$ cat src/rtl/fp32_div_sqrt_requester_pkg.sv
// Shared types for the FP32 divide/sqrt request path.
// Used by the requester and the iterative divider it talks to.
package fp32_div_sqrt_requester_pkg;

  typedef struct packed {
    logic [31:0] lhs;
    logic [31:0] rhs;
    logic        is_divide;
  } fdiv_sqrt_req_path_t;

  typedef enum logic [2:0] {
    PH_IDLE,
    PH_ISSUE,
    PH_WAIT,
    PH_DRAIN,
    PH_DONE
  } fdiv_sqrt_req_phase_t;

endpackage

$ cat src/rtl/fp32_div_sqrt_requester.sv
// Initiator side of the FP32 div/sqrt req/finished handshake.
// Holds one op in flight, returns its result with its tag.
module fp32_div_sqrt_requester
  import fp32_div_sqrt_requester_pkg::*;
#(
  parameter int TAG_WIDTH      = 6,
  parameter int TIMEOUT_CYCLES = 64
) (
  input  logic                 clk,
  input  logic                 rst,
  input  logic                 in_valid,
  output logic                 in_ready,
  input  logic [31:0]          in_lhs,
  input  logic [31:0]          in_rhs,
  input  logic                 in_is_divide,
  input  logic [TAG_WIDTH-1:0] in_tag,
  input  logic                 flush,
  output logic                 div_req,
  output logic [31:0]          div_lhs,
  output logic [31:0]          div_rhs,
  output logic                 div_is_divide,
  input  logic                 div_finished,
  input  logic [31:0]          div_result,
  output logic                 out_valid,
  input  logic                 out_ready,
  output logic [31:0]          out_result,
  output logic [TAG_WIDTH-1:0] out_tag,
  output logic                 err_timeout
);

  localparam int CW = $clog2(TIMEOUT_CYCLES + 1);

  fdiv_sqrt_req_phase_t state, state_n;
  fdiv_sqrt_req_path_t  op_q;
  logic [TAG_WIDTH-1:0] tag_q;
  logic [31:0]          result_q;
  logic [CW-1:0]        cnt;
  logic                 err_q;

  logic accept;
  logic timeout;
  logic cap;
  logic clr_cnt;
  logic count_en;
  logic set_err;

  // flush masks ready so a flushed cycle never looks like a handshake
  assign in_ready = ((state == PH_IDLE) |
                     ((state == PH_DONE) & out_ready)) & ~flush;
  assign accept   = in_valid & in_ready;
  assign timeout  = (cnt == CW'(TIMEOUT_CYCLES));
  assign count_en = ((state == PH_WAIT) | (state == PH_DRAIN)) & ~timeout;

  assign div_req       = (state == PH_ISSUE);
  assign div_lhs       = op_q.lhs;
  assign div_rhs       = op_q.rhs;
  assign div_is_divide = op_q.is_divide;
  assign out_valid     = (state == PH_DONE);
  assign out_result    = result_q;
  assign out_tag       = tag_q;
  assign err_timeout   = err_q;

  always_comb begin
    state_n = state;
    cap     = 1'b0;
    clr_cnt = 1'b0;
    set_err = 1'b0;
    unique case (state)
      PH_IDLE: begin
        if (accept) state_n = PH_ISSUE;
      end
      PH_ISSUE: begin
        // finished is still the idle level here; req cannot be retracted
        clr_cnt = 1'b1;
        state_n = flush ? PH_DRAIN : PH_WAIT;
      end
      PH_WAIT: begin
        if (div_finished) begin
          cap     = ~flush;
          state_n = flush ? PH_IDLE : PH_DONE;
        end else if (flush) begin
          clr_cnt = 1'b1;
          state_n = PH_DRAIN;
        end else if (timeout) begin
          set_err = 1'b1;
          state_n = PH_IDLE;
        end
      end
      PH_DRAIN: begin
        if (div_finished) begin
          state_n = PH_IDLE;
        end else if (timeout) begin
          set_err = 1'b1;
          state_n = PH_IDLE;
        end
      end
      PH_DONE: begin
        if (flush)          state_n = PH_IDLE;
        else if (accept)    state_n = PH_ISSUE;
        else if (out_ready) state_n = PH_IDLE;
      end
      default: state_n = PH_IDLE;
    endcase
  end

  always_ff @(posedge clk) begin
    if (rst) begin
      state    <= PH_IDLE;
      op_q     <= '0;
      tag_q    <= '0;
      result_q <= '0;
      cnt      <= '0;
      err_q    <= 1'b0;
    end else begin
      state <= state_n;
      if (accept) begin
        op_q.lhs       <= in_lhs;
        op_q.rhs       <= in_rhs;
        op_q.is_divide <= in_is_divide;
        tag_q          <= in_tag;
      end
      if (cap)           result_q <= div_result;
      if (clr_cnt)       cnt      <= '0;
      else if (count_en) cnt      <= cnt + CW'(1);
      if (set_err)       err_q    <= 1'b1;
    end
  end

endmodule

$ cat config.mk
export PLATFORM = sky130hd
export DESIGN_NAME = fp32_div_sqrt_requester
export DESIGN_NICKNAME = d
export VERILOG_FILES = /design/src/rtl/fp32_div_sqrt_requester_pkg.sv /design/src/rtl/fp32_div_sqrt_requester.sv
export SDC_FILE = /design/constraint.sdc
export NUM_CORES = 1
export LEC_CHECK = 0
export CORE_MARGIN = 4
export CORE_UTILIZATION = 36
export CTS_CLUSTER_DIAMETER = 50
export DETAILED_ROUTE_END_ITERATION = 7
export PLACE_DENSITY = 0.82
export SLEW_MARGIN = 20
export SYNTH_ARGS = -nofsm -noshare
export SYNTH_HDL_FRONTEND = slang
export SYNTH_SLANG_ARGS = --single-unit
$ cat constraint.sdc
create_clock -name clk -period 1.6 [get_ports clk]
set_clock_uncertainty 0.15 [all_clocks]
set_input_delay 0.4 -clock clk [delete_from_list [all_inputs] [get_ports clk]]
set_output_delay 0.4 -clock clk [all_outputs]
set_load 0.01 [all_outputs]
==> impl_metrics.tcl, run 1 <==
set metrics [dict create \
    status "complete, but fails checks" \
    violations "negative setup slack" \
    fin_crit_ns 1.71 \
    h-tree-depth 4 \
    power.share.clock_pct 44.5 \
    grt_max_degree 65 \
    synth.area.top_cells "dfxtp_1 54%, nand2_1 19%, a21oi_1 13%, buf_4 1.6%, buf_2 1.5%" \
    period_share_pct 107 \
    start_kind "flip-flop" \
    p_comb_share_pct 20.3 \
    p_sw_share_pct 25.0 \
    synth_top_family_by_area "simple AND/OR/NAND/NOR gates" \
    initial_core_util_pct 37.1 \
    fin_total_pwr_w 0.00890 \
    slew_violations 0 \
    yosysSeqAreaShare_pct 53.7 \
    max_freq_mhz 586 \
    antenna_found_initial 0 \
    yosysTopAreaCell "dfxtp_1" \
    rr_worst_depth 6 \
    crit_arrival_ns 1.16 \
    rsz0062_at_grt "yes" \
    synth_ff_type "dfxtp_1" \
    globalplace.congestion 0.828 \
    syn_avg_cell_area_um2 7.98 \
    multiInputGateArea_um2 2150 \
    drive_gt1_share_pct 22.8 \
    cpPeakStageDelay_ns 0.34 \
    max_cap_violations 0 \
    core_um2 11500 \
    grt_pass1_vias 4454 \
    postLayoutCoreUtil_pct 69.8 \
    hold_path_end "div_rhs[21]" \
    drc_errors 0 \
    viasPerCell 5.04 \
    layout_setup_ws_ns -0.105 \
    placedInstanceArea_um2 6640 \
    setup_viol 48 \
    hold_depth 2 \
    design_area_um2 8010 \
    ys_warn_count 0 \
    crit_fanout 3 \
    slew_headroom_pct 61.3 \
    power.internal_w 0.00668 \
    regArea_um2 2290 \
    first_pass_iters 6 \
    hold_viol_final 0 \
    cpMaxStageDelayCell "dfxtp_2" \
    grt_util_all_layers_pct 19.9 \
    synth_edf_count 0 \
    wirelength_um 16500 \
    yosys.area_share.xor_xnor_pct 1.03 \
    r2r_slack_ns -0.07 \
    power_density_nw_per_um2 1110 \
    numCtsBuffers 17 \
    final_cells 934 \
    synth_fa_ha_area_share_pct 0.588 \
    cts_tree "yes" \
    worstReg2RegStart "state[2]" \
    overflow 0 \
    p_switching_w 0.00222 \
    numPortBuffers 215 \
    numPlacedInstances 880 \
    cts.sinks 114 \
    pre_cts_slack_ns -0.619 \
    area_delta_synth_final_pct 88.3 \
    die_h_um 117 \
    drt-initial-drc-count 225 \
    criticalPathCategory "reg2out" \
    layout_common_cells "184 x nand2_1, 108 x dfxtp_1, 104 x clkdlybuf4s50_1, 78 x a21oi_1, 54 x clkdlybuf4s15_1" \
    clk_pin_slew_ns 0.05 \
    p_seq_share_pct 35.2 \
    worstSetupEndpointType "output port" \
    syn-cell-area_um2 4250 \
    rows 39 \
    drt.antenna.violating_nets 0 \
    muxShareOfSynthArea_pct 0.235 \
    synth_simple_gate_area_share_pct 24.7 \
    place.detailed.hpwl_um 9620 \
    critPathBufInv 1 \
    post_drt_wl_per_cell_um 17.7 \
    synth_nets 644 \
    clock_latency_ns 0.40 \
    nets 889 \
    r2r-end "out_result[16]" \
    grt_pass1_wl_um 21100 \
    ys_types 34 \
    ys_ff_latch 114 \
    die_area_um2 13600 \
    hold_start "rst" \
    leakagePower_nw 3.34 \
    n_antenna_cell 0 \
    hold_class "in2reg" \
    mostFrequentLayoutCell "nand2_1" \
    netlist_instances 533 \
    ios 216 \
    peakVddDrop_mv 0.885 \
    cts_root_buf "clkbuf_16" \
    fill_cells 855 \
    netlist.area_leader.share_pct 53.7 \
    async_flop_share_pct 0 \
    cts_buffer_depth 2 \
    tightest_slew_ns 0.575 \
    die_w_um 117 \
    synth_compound_area_share_pct 14.4 \
    critical_path.top_delay_family "flip-flops" \
    cp_cell_sequence "nor2_4, nand2_1, nor2_1, buf_2" \
    dr_total_vias 4705 \
    critPathRequiredTime_ns 1.05 \
]
kinds of logic after synthesis:
logic type / count (synthesis)
compound gates: 118
fa+ha+maj: 2
xor+xnor: 5
buf+inv: 39
mux: 1
flops: 114
simple gates: 254
what timing repair did:
action	CTS	global route
endpoints found under the setup margin	144	172
gates cloned	3	12
pin swaps	4	57
gates resized for setup	145	169
buffers inserted	2	6
hold buffers	0	0
hold endpoints to repair	0	0
routing by layer:
layer,track usage (%),up-vias,part of all wire (%)
li1,-,2227,-
met1,20.9,2236,36
met2,34.3,215,52
met3,8.29,27,9.3
met4,9.56,0,1.9
met5,0,-,0
power by group through the flow:
stage / clock network [W] / logic [W] / registers (W)
floorplan: 0 / 0.000596 / 0.00323
global placement: 0 / 0.00144 / 0.00317
detailed placement: 0 / 0.00147 / 0.00318
CTS: 0.00404 / 0.00146 / 0.00312
global route: 0.00418 / 0.00193 / 0.00315
finish: 0.00396 / 0.00180 / 0.00313
registers in the layout, summed over array words and instances (netlist names):
register	flops
div_lhs	32
div_rhs	32
out_result	32
cnt	7
out_tag	6
state	3
div_is_divide	1
err_timeout	1
metrics by stage:
stage	hold slack, ns	setup TNS (ns)
5_1_grt	0.146	-6.14
3_5_place_dp	0.296	-46.86
6_report	0.160	-1.33
4_1_cts	0.137	-0.398
2_1_floorplan	0.315	0
3_3_place_gp	0.291	-42.81
cell usage after synthesis (2+ instances only):
master    count
nand2_1     213
nor3_1        4
inv_1         2
and2_1        2
clkbuf_1     11
nand3b_1      3
buf_6         4
buf_4         9
nand3_1       3
nor2b_1       2
nand2b_1      3
buf_2        13
nor2_1       11
dfxtp_1     114
and2b_1       3
and3_1        2
o21ai_0       3
a21oi_1     110
xnor2_1       5
ha_1          2
worst max-delay path by stage:
stage / endpoint / cells after the start / start
2_1_floorplan: state[0] / 6 / cnt[0]
3_3_place_gp: in_ready / 5 / out_ready
3_5_place_dp: in_ready / 5 / out_ready
4_1_cts: in_ready / 5 / out_ready
5_1_grt: in_ready / 4 / state[1]
6_report: in_ready / 4 / state[1]
area by class of cell:
cell class | count | share of cell area [%]
repair buffers | 263 | 34.3
flip-flops and latches | 114 | 28.6
multi-input cells | 380 | 26.9
clock buffers | 22 | 5.92
well taps | 143 | 2.23
clock inverters | 10 | 1.94
inverters | 2 | 0.0938
No activity file was read; power rests on OpenSTA's default activity.
==> run 2: changes to the inputs <==
--- a/config.mk
+++ b/config.mk
@@ -5,6 +5,7 @@
 export SDC_FILE = /design/constraint.sdc
 export NUM_CORES = 1
 export LEC_CHECK = 0
+export CAP_MARGIN = 15
 export CORE_MARGIN = 4
 export CORE_UTILIZATION = 36
 export CTS_CLUSTER_DIAMETER = 50
==> results of run 2 <==
No change in the layout: final DEF, timing and power equal those of run 1.
